===== src/rtl/mnacidpro_sequencer_pkg.sv =====
// Shared types and valve maps for the nucleic-acid purification sequencer.
// Valve bits are 1 when pressurised (closed); the masks below mark the open ones.
package mnacidpro_pkg;

  typedef enum logic [2:0] {
    S_IDLE    = 3'd0,
    S_BEAD    = 3'd1,
    S_LYSIS   = 3'd2,
    S_WASH    = 3'd3,
    S_ELUTE   = 3'd4,
    S_COLLECT = 3'd5
  } state_t;

  localparam int NUM_VALVES = 11;
  localparam int NUM_STEPS  = 5;

  localparam int V_LYSIS     = 0;
  localparam int V_WASH      = 1;
  localparam int V_ELUTE     = 2;
  localparam int V_DEAD_END  = 3;
  localparam int V_VERTICAL  = 4;
  localparam int V_HORIZ     = 5;
  localparam int V_WASTE     = 6;
  localparam int V_BEAD      = 7;
  localparam int V_LOOP_EXIT = 8;
  localparam int V_BEAD_TRAP = 9;
  localparam int V_COLLECT   = 10;

  localparam logic [NUM_VALVES-1:0] ONE_HOT = NUM_VALVES'(1);

  localparam logic [NUM_VALVES-1:0] OPEN_BEAD =
    (ONE_HOT << V_BEAD) | (ONE_HOT << V_VERTICAL) | (ONE_HOT << V_WASTE);
  localparam logic [NUM_VALVES-1:0] OPEN_LYSIS =
    (ONE_HOT << V_LYSIS) | (ONE_HOT << V_HORIZ) | (ONE_HOT << V_LOOP_EXIT);
  localparam logic [NUM_VALVES-1:0] OPEN_WASH =
    (ONE_HOT << V_WASH) | (ONE_HOT << V_HORIZ) | (ONE_HOT << V_WASTE);
  localparam logic [NUM_VALVES-1:0] OPEN_ELUTE =
    (ONE_HOT << V_ELUTE) | (ONE_HOT << V_HORIZ) | (ONE_HOT << V_LOOP_EXIT);
  localparam logic [NUM_VALVES-1:0] OPEN_COLLECT =
    (ONE_HOT << V_LOOP_EXIT) | (ONE_HOT << V_COLLECT);

  function automatic logic [NUM_VALVES-1:0] open_mask(input state_t s);
    open_mask = '0;
    case (s)
      S_BEAD:    open_mask = OPEN_BEAD;
      S_LYSIS:   open_mask = OPEN_LYSIS;
      S_WASH:    open_mask = OPEN_WASH;
      S_ELUTE:   open_mask = OPEN_ELUTE;
      S_COLLECT: open_mask = OPEN_COLLECT;
      default:   open_mask = '0;
    endcase
  endfunction

endpackage


===== src/rtl/mnacidpro_sequencer_phaser.sv =====
// N-phase peristaltic pump driver: walks one closed-valve gap around the pump ring.
// enable/clear describe the coming cycle so the pump pattern can be registered.
module peristaltic_pump_phaser
  import mnacidpro_pkg::*;
#(
  parameter int PUMP_PHASES = 3,
  parameter int PHASE_W     = 16
) (
  input  logic                   clk,
  input  logic                   rst,
  input  logic                   enable,
  input  logic                   clear,
  input  logic [PHASE_W-1:0]     phase_cycles,
  output logic [PUMP_PHASES-1:0] pump,
  output logic                   stroke_tick
);

  localparam int PH_W = (PUMP_PHASES > 1) ? $clog2(PUMP_PHASES) : 1;
  localparam logic [PH_W-1:0] LAST_PHASE = PH_W'(PUMP_PHASES - 1);

  logic [PHASE_W-1:0]     cyc_q, cyc_d, last_cyc;
  logic [PH_W-1:0]        phase_q, phase_d;
  logic                   active_q, active_d;
  logic [PUMP_PHASES-1:0] pump_q, pump_d;
  logic                   phase_end;

  always_comb begin
    last_cyc    = (phase_cycles == '0) ? '0 : phase_cycles - 1'b1;
    phase_end   = active_q && (cyc_q == last_cyc);
    stroke_tick = phase_end && (phase_q == LAST_PHASE);

    cyc_d   = cyc_q;
    phase_d = phase_q;
    if (clear) begin
      cyc_d   = '0;
      phase_d = '0;
    end else if (active_q) begin
      if (phase_end) begin
        cyc_d   = '0;
        phase_d = (phase_q == LAST_PHASE) ? '0 : phase_q + 1'b1;
      end else begin
        cyc_d = cyc_q + 1'b1;
      end
    end

    active_d = enable;
    pump_d   = '1;
    if (enable) pump_d[phase_d] = 1'b0;
  end

  always_ff @(posedge clk or posedge rst) begin
    if (rst) begin
      cyc_q    <= '0;
      phase_q  <= '0;
      active_q <= 1'b0;
      pump_q   <= '1;
    end else begin
      cyc_q    <= cyc_d;
      phase_q  <= phase_d;
      active_q <= active_d;
      pump_q   <= pump_d;
    end
  end

  assign pump = pump_q;

endmodule


===== src/rtl/mnacidpro_sequencer.sv =====
// Timed valve/pump sequencer: BEAD, LYSIS, WASH, ELUTE, COLLECT, each a configurable
// number of pump strokes. All outputs come straight from flops loaded with next-state values.
module mnacidpro_sequencer
  import mnacidpro_pkg::*;
#(
  parameter int SIZE        = 7,
  parameter int PUMP_PHASES = 3,
  parameter int PHASE_W     = 16,
  parameter int STROKE_W    = 8
) (
  input  logic                      clk,
  input  logic                      rst,
  input  logic                      start,
  input  logic                      abort,
  input  logic [$clog2(SIZE)-1:0]   chan,
  input  logic [PHASE_W-1:0]        cfg_phase_cycles,
  input  logic [5*STROKE_W-1:0]     cfg_strokes,
  output logic [NUM_VALVES-1:0]     valve,
  output logic [PUMP_PHASES-1:0]    pump,
  output logic [SIZE-1:0]           collect_sel,
  output logic [2:0]                step,
  output logic                      busy,
  output logic                      done,
  output logic                      err
);

  localparam int CW = $clog2(SIZE);

  state_t                  state_q, state_d;
  logic [CW-1:0]           chan_q, chan_d;
  logic [PHASE_W-1:0]      pc_q, pc_d;
  logic [5*STROKE_W-1:0]   strokes_q, strokes_d;
  logic [STROKE_W-1:0]     stroke_q, stroke_d;
  logic [STROKE_W-1:0]     cur_target, next_target;
  logic [NUM_VALVES-1:0]   valve_q, valve_d;
  logic [SIZE-1:0]         collect_sel_q, collect_sel_d;
  logic                    busy_q, busy_d, done_q, done_d, err_q, err_d;
  logic                    start_ok, start_bad, step_last;
  logic                    stroke_tick, ph_enable, ph_clear;

  function automatic logic [STROKE_W-1:0] strokes_for(input state_t s,
                                                      input logic [5*STROKE_W-1:0] v);
    strokes_for = '0;
    case (s)
      S_BEAD:    strokes_for = v[0*STROKE_W +: STROKE_W];
      S_LYSIS:   strokes_for = v[1*STROKE_W +: STROKE_W];
      S_WASH:    strokes_for = v[2*STROKE_W +: STROKE_W];
      S_ELUTE:   strokes_for = v[3*STROKE_W +: STROKE_W];
      S_COLLECT: strokes_for = v[4*STROKE_W +: STROKE_W];
      default:   strokes_for = '0;
    endcase
  endfunction

  // abort outranks everything; a zero-stroke step still occupies one cycle
  always_comb begin
    start_ok   = (state_q == S_IDLE) && start && !abort && (int'(chan) <  SIZE);
    start_bad  = (state_q == S_IDLE) && start && !abort && (int'(chan) >= SIZE);
    cur_target = strokes_for(state_q, strokes_q);
    step_last  = (cur_target == '0) ||
                 (stroke_tick && ((stroke_q + STROKE_W'(1)) == cur_target));

    state_d   = state_q;
    chan_d    = chan_q;
    pc_d      = pc_q;
    strokes_d = strokes_q;
    stroke_d  = stroke_q;
    done_d    = 1'b0;

    if (state_q == S_IDLE) begin
      if (start_ok) begin
        chan_d    = chan;
        pc_d      = cfg_phase_cycles;
        strokes_d = cfg_strokes;
        state_d   = S_BEAD;
      end
    end else if (abort) begin
      state_d = S_IDLE;
    end else begin
      if (stroke_tick) stroke_d = stroke_q + 1'b1;
      if (step_last) begin
        case (state_q)
          S_BEAD:  state_d = S_LYSIS;
          S_LYSIS: state_d = S_WASH;
          S_WASH:  state_d = S_ELUTE;
          S_ELUTE: state_d = S_COLLECT;
          default: begin
            state_d = S_IDLE;
            done_d  = 1'b1;
          end
        endcase
      end
    end

    ph_clear = (state_d != state_q);
    if (ph_clear) stroke_d = '0;

    next_target   = strokes_for(state_d, strokes_d);
    ph_enable     = (state_d != S_IDLE) && (next_target != '0);
    valve_d       = ~open_mask(state_d);
    collect_sel_d = (state_d == S_COLLECT) ? (SIZE'(1) << chan_d) : '0;
    busy_d        = (state_d != S_IDLE);
    err_d         = start_bad;
  end

  always_ff @(posedge clk or posedge rst) begin
    if (rst) begin
      state_q       <= S_IDLE;
      chan_q        <= '0;
      pc_q          <= '0;
      strokes_q     <= '0;
      stroke_q      <= '0;
      valve_q       <= '1;
      collect_sel_q <= '0;
      busy_q        <= 1'b0;
      done_q        <= 1'b0;
      err_q         <= 1'b0;
    end else begin
      state_q       <= state_d;
      chan_q        <= chan_d;
      pc_q          <= pc_d;
      strokes_q     <= strokes_d;
      stroke_q      <= stroke_d;
      valve_q       <= valve_d;
      collect_sel_q <= collect_sel_d;
      busy_q        <= busy_d;
      done_q        <= done_d;
      err_q         <= err_d;
    end
  end

  peristaltic_pump_phaser #(
    .PUMP_PHASES (PUMP_PHASES),
    .PHASE_W     (PHASE_W)
  ) u_phaser (
    .clk          (clk),
    .rst          (rst),
    .enable       (ph_enable),
    .clear        (ph_clear),
    .phase_cycles (pc_q),
    .pump         (pump),
    .stroke_tick  (stroke_tick)
  );

  assign valve       = valve_q;
  assign collect_sel = collect_sel_q;
  assign step        = state_q;
  assign busy        = busy_q;
  assign done        = done_q;
  assign err         = err_q;

endmodule


===== config.mk =====
export PLATFORM = sky130hd
export DESIGN_NAME = mnacidpro_sequencer
export DESIGN_NICKNAME = d
export VERILOG_FILES = /design/src/rtl/mnacidpro_sequencer_pkg.sv /design/src/rtl/mnacidpro_sequencer_phaser.sv /design/src/rtl/mnacidpro_sequencer.sv
export SDC_FILE = /design/constraint.sdc
export NUM_CORES = 1
export LEC_CHECK = 0
export BUFFER_PORTS_ARGS = -buffer_cell sky130_fd_sc_hd__buf_2
export CAP_MARGIN = 40
export CORE_ASPECT_RATIO = 0.6
export CORE_MARGIN = 8
export CORE_UTILIZATION = 40
export CTS_BUF_LIST = sky130_fd_sc_hd__clkbuf_4
export CTS_CLUSTER_DIAMETER = 200
export DETAILED_ROUTE_END_ITERATION = 8
export PLACE_DENSITY = 0.62
export SKIP_LAST_GASP = 1
export SYNTH_ARGS = -nofsm -noshare
export SYNTH_HDL_FRONTEND = slang
export SYNTH_SLANG_ARGS = --single-unit

===== constraint.sdc =====
create_clock -name clk -period 10.5 [get_ports clk]
set_input_delay 0.525 -clock clk [delete_from_list [all_inputs] [get_ports clk]]
set_output_delay 0.525 -clock clk [all_outputs]
set_load 0.05 [all_outputs]

### Yosys cells after proc, flatten, opt, wreduce, memory -nomap -nowiden

Cells that the tools add are included.

* add/subtract/negate cells: 4
* magnitude comparators: 4
* equality and inequality tests: 16
* shift operators: 1
* multiplexer cells: 32
* bitwise logic cells: 2
* reductions and logical operators: 21

Operators with widths (number)
* $mux 40: 2
* $pmux 8 s5: 2
* $mux 16: 4
* $pmux 11 s5: 1
* $mux 8: 4
* $mux 3: 7
* $add 16x1->16 const B: 1
* $eq 16x16->1: 1
* $logic_not 16->1: 1
* $sub 16x1->16 const B: 1
* $eq 3x2->1 const B: 4
* $eq 3x3->1 const B: 4
* $pmux 3 s4: 1
* $not 11->11: 1
* $logic_and 1x1->1: 9
* $add 8x1->8 const B: 1
* $eq 8x8->1: 1
* $logic_not 8->1: 1
* $mux 2: 4
* $reduce_bool 8->1: 1
* $mux 7: 1
* $shl 1x3->7 const A: 1
* $eq 3x1->1 const B: 2
* $mux 1: 5
* other kinds (19): 20

* register bits: 113
* input port bits: 63
* output and inout bits: 27
* word-level logic and storage cells: 94

### Depth between registers and ports, before layout

Gate-level depths: netlist (run 1).

* word-level depth: 18
* mapped depth: 16
* depth with buffers taken out: 13

### By module

A second synthesis (run 1) with hierarchy kept.

* cell total of the unflattened synthesis: 726
* area total of the unflattened synthesis: 6292.3 sq um

Modules (own cells, without submodules)
* mnacidpro_sequencer: instances 1, cells an instance 481, area each 4312.9 sq um, seq. area each 2212.1 sq um
* peristaltic_pump_phaser: instances 1, cells an instance 245, area each 1979.4 sq um, seq. area each 554.3 sq um

### Worst setup path before layout (run 1)

No wires, ideal clock.

* path kind: flip-flop to flip-flop
* start point: register state_q[0], in the netlist step[0]
* end point: register u_phaser.pump_q[0], in the netlist u_phaser.pump[0]
* arrival time: 3.816 ns
* slack: 6.596 ns
* stages on the path, launching flop included: 13
* path buffers: 1
* period minus slack after synthesis: 3.904 ns
* cells stage by stage: dfrtp_1 clkbuf_1 mux2_2 a221oi_1 nor2_1 xnor2_1 or3_1 nor4_1 a2111oi_1 a211oi_2 a211o_1 a21oi_1 or3_1

* word-level cells in the longest chain between the ends: 16
* elaborated cells between the ends (all ways): 39
* those cells by class: order compare: 2; eq/ne: 12; mux: 13; bitwise: 1; reduce/logical: 11

RTL lines
* start: declaration: line mnacidpro_sequencer.sv:29 `state_t state_q, state_d;`
* start signal: assignment: line mnacidpro_sequencer.sv:118 `state_q <= state_d;`
* $eq 3x3->1, or another cell as far along: line mnacidpro_sequencer.sv:44 `case (s)`
* $pmux 8 s5: line mnacidpro_sequencer.sv:44
* $eq 8x8->1: line mnacidpro_sequencer.sv:60 `(stroke_tick && ((stroke_q + STROKE_W'(1)) == cur_target));`
* $logic_and 1x1->1: line mnacidpro_sequencer.sv:60
* $logic_or 1x1->1: line mnacidpro_sequencer.sv:59 `step_last = (cur_target == '0) ||`
* $mux 3: line mnacidpro_sequencer.sv:80 `if (step_last) begin`
* $mux 3: line mnacidpro_sequencer.sv:76 `end else if (abort) begin`
* $mux 3: line mnacidpro_sequencer.sv:69 `if (state_q == S_IDLE) begin`
* $ne 3x3->1: line mnacidpro_sequencer.sv:94 `ph_clear = (state_d != state_q);`
* $mux 2: line mnacidpro_sequencer_phaser.sv:34 `if (clear) begin`
* $lt 2x3->1 (not written as such) / $ge 2x1->1 (equally long branches): line mnacidpro_sequencer_phaser.sv:48 `if (enable) pump_d[phase_d] = 1'b0;`
* $logic_and 1x1->1 (not written as such): line mnacidpro_sequencer_phaser.sv:48
* $mux 1 (not written as such): line mnacidpro_sequencer_phaser.sv:48
* $demux 1 s2
* $not 3->3 (no source line)
* $mux 3 (*): line mnacidpro_sequencer_phaser.sv:48
* net u_phaser.pump_d[0]: line mnacidpro_sequencer_phaser.sv:24 `logic [PUMP_PHASES-1:0] pump_q, pump_d;`
* end signal: assignment: line mnacidpro_sequencer_phaser.sv:61 `pump_q <= pump_d;`
* end: declaration: line mnacidpro_sequencer_phaser.sv:24

The timed path passes the listed nets; every way through them passes the cells marked *.
A chain may end at the register's enable or synchronous reset.

### Worst setup path in the final report (run 1)

* start point: register pc_q[0]
* end point: register u_phaser.cyc_q[9]

* word-level cells in the longest chain between the ends: 12
* elaborated cells between the ends (all ways): 16
* those cells by class: add/sub: 1; eq/ne: 2; mux: 7; reduce/logical: 6

RTL lines
* start: declaration: line mnacidpro_sequencer.sv:31 `logic [PHASE_W-1:0] pc_q, pc_d;`
* start signal: assignment: line mnacidpro_sequencer.sv:120 `pc_q <= pc_d;`
* $sub 16x1->16 / $logic_not 16->1 (equally long branches): line mnacidpro_sequencer_phaser.sv:28 `last_cyc = (phase_cycles == '0) ? '0 : phase_cycles - 1'b1;`
* $mux 16 (*): line mnacidpro_sequencer_phaser.sv:28
* $eq 16x16->1 (*): line mnacidpro_sequencer_phaser.sv:29 `phase_end = active_q && (cyc_q == last_cyc);`
* $logic_and 1x1->1 (*): line mnacidpro_sequencer_phaser.sv:29
* $logic_and 1x1->1: line mnacidpro_sequencer_phaser.sv:30 `stroke_tick = phase_end && (phase_q == LAST_PHASE);`
* $logic_and 1x1->1: line mnacidpro_sequencer.sv:60
* $logic_or 1x1->1: line mnacidpro_sequencer.sv:59
* $mux 3: line mnacidpro_sequencer.sv:80
* $mux 3: line mnacidpro_sequencer.sv:76
* $mux 3: line mnacidpro_sequencer.sv:69
* $ne 3x3->1: line mnacidpro_sequencer.sv:94
* $mux 16 / $reduce_bool 2->1 (equally long branches)
* end signal: assignment: line mnacidpro_sequencer_phaser.sv:58 `cyc_q <= cyc_d;`
* end: declaration: line mnacidpro_sequencer_phaser.sv:21 `logic [PHASE_W-1:0] cyc_q, cyc_d, last_cyc;`

Mark *: on every way between the ends. The rest lies on a longest branch, timed or not. The select of a mux whose other input is x is not followed.

==> results.cfg, run 1 <==
[worst_setup_path]
path_depth = 13
crit_type = flop to flop
r2r_end = u_phaser.cyc_q[9]$_DFFE_PP0P_
crit_path_end = u_phaser.cyc_q[9]$_DFFE_PP0P_
crit_family = simple AND/OR/NAND/NOR gates
critPathLaunch = pc_q[0]$_DFFE_PP0P_
reg2reg_slack_ns = 5.82
critPathCaptureType = flop
r2r_start = pc_q[0]$_DFFE_PP0P_
rr_worst_depth = 13
worstPathArrival_ns = 5.04
crit_top_cell = nor2_1
cp-start-kind = flop
crit_chain = inv_1, ha_1, or3b_2, or4_1, nor3_2, a21oi_1, nor4_1, o2111a_1, a21o_4, nor2_1, o21ai_1, nand2b_1, nor2_1
path_max_fanout = 14
path_buf_inv = 1
max_stage_delay_ns = 0.69
crit_required_ns = 10.86
cp_slowest_cell = or4_1

[hold_path]
hp-class = input pin to asynchronous set/reset pin

[cts]
cts_buffers = 9
clk-insertion-delay-late_ns = 0.48
cts_sinks = 110
htree_levels = 3
ctsResizeCount = 0
cts_setup_buffers = 0
root_buffer = clkbuf_4
clk_path_buf_depth = 2
cts_tree = built
clk_pin_slew_worst_paths_ns = 0.19
postCtsHoldBufs = 0

[power]
ir_drop_uv = 96.6
p_leak_nw = 3.14
finalPower_mw = 1.65
powerDensity_mw_per_mm2 = 240

[detailed_routing]
via_per_inst = 5.41
via_count = 5303
wl_mm = 16.9
first_iter_violations = 542
route.detailed.drc = 0
detail-route-antenna-nets = 0
wl_per_cell_um = 17.3
drt_pass1_iterations = 5

[logic_synthesis]
synth_top_family_by_area = simple AND/OR/NAND/NOR gates
synth_area_per_cell_um2 = 8.70
synthFlopType = dfrtp_1
synth_xor_area_frac = 0.0656
synth_compound_area_frac = 0.117
synth-async-reset-ratio = 1.00
synth.distinct_cells = 79
ys_top_cells_by_area = dfrtp_1, nand2_1, dfstp_2
ys_seq_area_frac = 0.451
yosys.area_share.adder = 0.00611
ys_ff_latch = 110
syn-instance-count = 706
synth_top_area_cell = dfrtp_1
syn_area_mm2 = 0.00614
yosys_warnings = 0
synth_top_area_share = 0.404
synth_edf_count = 0
synthSimpleGateAreaFrac = 0.286
synthMuxAreaShare = 0.0344

[global_route]
grt_use_met3 = 0.0362
top_usage_layer = met1
grt_start_max_net_pins = 64
antenna_found_initial = 1
grt_pass1_wl_mm = 28.0
met1_usage = 0.288
use_met2 = 0.223
overflow = 0
grt_pass1_vias = 5114
grt_usage = 0.175

[place]
dp_hpwl_mm = 12.8
place.gp.congestion = 0.916
port_buffers = 87

[floorplanning]
start_util = 0.404
core_area_mm2 = 0.0152
die-height_um = 112
rows = 35
die_area_mm2 = 0.0197
chipWidth_um = 176
pin_count = 90

[layout]
layout-drive-gt1-share = 0.194
seq_area_mm2 = 0.00277
multiInputGateArea_mm2 = 0.00314
nets = 838
area_delta_synth_final_pct = 12.0
final_common_cell = nand2_1
fill_cells = 1492
final_cell_mix = nand2_1, dfrtp_1, buf_2

[timing]
setup_viol_count_final = 0
clock_skew_ns = 0.0234
fin_setup_tns_ns = 0
finalHoldViolCount = 0
min_period_ns = 4.68
fmax_ghz = 0.213
fin_crit_sh = 0.446
rsz0062_at_grt = no
drv_slew = 0
worst_slew_pin_slew_ns = 0.823
maxSlewHeadroom = 0.451

[run_status]
status = finished, final reports clean

[job]
maxCapViolCount = 0
[cells by family after synthesis]
family	after synthesis
muxes	20
other	1
xor gates and xnor gates	46
and+or+nand+nor	375
buffers and inverters	56
DFF	110
adders and majority gates	3
AOI/OAI and AO/OA	95
[registers in the layout (all words and copies together), names as in the netlist]
name / count
busy: 1
chan_q: 3
collect_sel: 7
done: 1
err: 1
pc_q: 16
step: 3
stroke_q: 8
strokes_q: 40
u_phaser.active_q: 1
u_phaser.cyc_q: 16
u_phaser.phase_q: 2
u_phaser.pump: 3
valve: 8
[worst min path at each step]
stage                                        from                             end  slack [ns]  cells after the start
after CTS                                     rst  u_phaser.cyc_q[15]$_DFFE_PP0P_        0.01                      2
after floorplan            strokes_q[8]$_DFF_PP0_          strokes_q[8]$_DFF_PP0_        0.46                      2
final                                         rst  u_phaser.cyc_q[15]$_DFFE_PP0P_        0.02                      2
after detailed placement   strokes_q[8]$_DFF_PP0_          strokes_q[8]$_DFF_PP0_        0.48                      2
after global placement    strokes_q[31]$_DFF_PP0_         strokes_q[31]$_DFF_PP0_        0.48                      2
after global routing                          rst  u_phaser.cyc_q[15]$_DFFE_PP0P_        0.02                      2
[metrics by stage]
step,area [um2],std cells,setup WS [ns],hold WS [ns],util
5_1_grt,6880,981,5.47,0.0249,0.453
2_1_floorplan,6140,707,6.60,0.456,-
4_1_cts,6870,979,5.45,0.0129,0.452
3_5_place_dp,6720,963,5.50,0.483,0.442
6_report,6880,981,5.82,0.0237,0.453
3_3_place_gp,6690,962,5.69,0.477,0.440
[cell usage after synthesis, types with 3 or more instances]
cell / number
or2_2: 3
nor2_1: 55
nand3b_1: 3
o31ai_1: 5
and3_1: 6
mux2_2: 9
nor2b_1: 8
a21oi_1: 26
ha_1: 3
nand3_1: 12
a21o_1: 4
buf_4: 3
buf_2: 6
o22ai_1: 4
buf_1: 4
or4_1: 16
clkbuf_1: 24
nand2_1: 199
or3_1: 7
nand4_1: 10
dfrtp_1: 99
mux2i_1: 11
inv_1: 16
o21ai_0: 12
xnor2_1: 31
xor2_1: 15
a211oi_1: 6
nand2b_1: 9
dfstp_2: 11
a22oi_1: 3
nor4_1: 15
nor3_1: 16
[power by group]
part           leakage (nW)  internal [mW]  switching, mW
clock network        0.0776         0.0761          0.155
logic                  1.66          0.271          0.472
registers              1.40          0.551          0.129
[routing by layer]
metal	part of all wire	wire, um
met1	0.53	9030
met2	0.38	6380
met3	0.081	1370
met4	0.0096	163
met5	0	0
[final cells by class]
class,instances,area share
clock inverter,7,0.0118
multi-input combinational,541,0.457
antenna,1,0.000364
tap,203,0.0369
timing repair buffer,93,0.0728
sequential,110,0.402
inverter,17,0.00964
clock buffer,9,0.00982
Power figures use the tool's default switching activity.
==> run 2, diff against run 1 <==
clock period = 4.78 ns   (was 10.5 ns; I/O delays follow)
==> results.cfg, run 2 (synthesized netlist as in run 1, its figures left out) <==
[layout]
regMostFlops = strokes_q
final_common_cell = nand2_1
largest_reg_flops = 40
area_delta_synth_final_pct = 21.7
final_cell_mix = nand2_1, dfrtp_1, buf_2
nets = 900
layout-drive-gt1-share = 0.187
largestRegisters = strokes_q (40), pc_q (16), u_phaser.cyc_q (16)
fin_area_mm2 = 0.00747

[power]
seqPwrFrac = 0.408
power.share.clock = 0.139
p_int_mw = 2.02
power_frac_comb = 0.453
p_leak_nw = 3.40
powerDensity_mw_per_mm2 = 496
switchingPower_mw = 1.68
ir_drop_uv = 259
power_switching_share = 0.454

[worst_setup_path]
crit_type = flop to flop
worstPathArrival_ns = 4.89
crit_required_ns = 5.19
r2r_start = pc_q[0]$_DFFE_PP0P_
rr_worst_depth = 13
cp-start-kind = flop
crit_chain = inv_1, ha_1, or3b_2, or4_1, nor3_2, a21oi_1, nor4_1, o2111a_1, a21o_4, nand3_1, o2bb2ai_2, a221oi_2, or3_1
cp_slowest_cell = or4_1
path_max_fanout = 11
critPathCaptureType = flop
max_stage_delay_ns = 0.68
reg2reg_slack_ns = 0.30
r2r_end = u_phaser.pump[0]$_DFF_PP1_

[timing]
finalHoldViolCount = 0
setup_viol_count_final = 0
worst_slew_pin_slew_ns = 0.795
rsz0062_at_grt = no
fin_setup_tns_ns = 0
maxSlewHeadroom = 0.470
fmax_ghz = 0.223
clock_skew_ns = 0.0144
drv_slew = 0
fin_crit_sh = 0.937
min_period_ns = 4.48

[hold_path]
holdPathStages = 3
hold_start = chan[1]
min_to = err$_DFF_PP0_
hp-class = input pin to flop

[cts]
clk_path_buf_depth = 2
cts_buffers = 9
clk_pin_slew_worst_paths_ns = 0.18
root_buffer = clkbuf_4
clk-insertion-delay-late_ns = 0.48
htree_levels = 3
cts_tree = built
cts_sinks = 110

[job]
maxCapViolCount = 0

[global_route]
grt_usage = 0.182
antenna_found_initial = 1
grt_pass1_vias = 5377
grt_pass1_wl_mm = 29.3
grt_start_max_net_pins = 65
overflow = 0

[detailed_routing]
first_iter_violations = 482
route.detailed.drc = 0
via_count = 5517
drt_pass1_iterations = 5
wl_mm = 17.7
wl_per_cell_um = 17.0
detail-route-antenna-nets = 0
via_per_inst = 5.29

[floorplanning]
die_area_mm2 = 0.0197
pin_count = 90
rows = 35
die-height_um = 112
core_area_mm2 = 0.0152
start_util = 0.404
chipWidth_um = 176

[place]
port_buffers = 87
place.gp.congestion = 0.894
dp_hpwl_mm = 13.0
placed_area_mm2 = 0.00672

[run_status]
status = finished, final reports clean
run 2: cell types whose count changed in the layout (fill, tap and decap cells not counted), sizes merged:
cell / before / now
buf: 93 / 98
clkinvlp: 1 / 0
inv: 19 / 21
clkinv: 3 / 2
dlygate4sd3: 0 / 57
run 2: power by group through the flow:
stage / Clock [mW] / Combinational, mW / Sequential, mW
finish: 0.515 / 1.68 / 1.51
global route: 0.563 / 1.84 / 1.56
CTS: 0.532 / 1.64 / 1.50
detailed placement: 0 / 1.59 / 1.53
global placement: 0 / 1.57 / 1.51
floorplan: 0 / 1.18 / 1.50
run 2: repair_timing:
item                       in CTS  in global routing
resized for setup               0                  0
hold endpoints to repair      108                  0
setup buffers                   0                  3
setup endpoints to repair       0                  1
hold buffers                   57                  0
run 2: final cells by class:
cell class | count | area, um2
antenna | 1 | 2.50
clock buffer | 9 | 67.6
clock inverter | 7 | 87.6
fill | 1427 | 7720
inverter | 17 | 66.3
multi-input combinational | 541 | 3140
sequential | 110 | 2770
tap | 203 | 254
timing repair buffer | 155 | 1090
run 2: worst max-delay path: cells and delay by family (launching register included):
family | cells | cell delay (ns)
AO/OA/AOI/OAI | 5 | 1.25
flip-flops | 1 | 0.45
buffers and inverters | 1 | 0.14
AND/OR/NAND/NOR | 6 | 2.35
adder cells (fa/ha/maj) | 1 | 0.21
run 2: metrics by stage:
step	utilization	std cells	setup slack (ns)	power [mW]	hold slack, ns
floorplan	-	707	0.876	2.68	0.344
detailed placement	0.442	966	0.343	3.12	0.435
global placement	0.442	966	0.569	3.09	0.430
global route	0.492	1043	0.0204	3.96	0.0469
CTS	0.490	1039	0.289	3.67	0.0232
finish	0.492	1043	0.300	3.71	0.0555
run 2: layer usage:
layer  vias up  share of wire  global-route usage
li1       2684              -                   -
met1      2636           0.54               0.288
met2       185           0.40               0.242
met3        12          0.061              0.0385
met4         0         0.0059              0.0416
met5         -              0                   0
run 2: worst max path at each step:
stage | from | endpoint | slack [ns] | depth (start not counted)
after global routing | pc_q[0]$_DFFE_PP0P_ | collect_sel[6]$_DFF_PP0_ | 0.02 | 13
after detailed placement | pc_q[0]$_DFFE_PP0P_ | u_phaser.pump[0]$_DFF_PP1_ | 0.34 | 13
after floorplan | step[0]$_DFF_PP0_ | u_phaser.pump[0]$_DFF_PP1_ | 0.88 | 12
after global placement | pc_q[0]$_DFFE_PP0P_ | u_phaser.pump[0]$_DFF_PP1_ | 0.57 | 13
after CTS | pc_q[0]$_DFFE_PP0P_ | u_phaser.pump[0]$_DFF_PP1_ | 0.29 | 13
final | pc_q[0]$_DFFE_PP0P_ | u_phaser.pump[0]$_DFF_PP1_ | 0.30 | 13
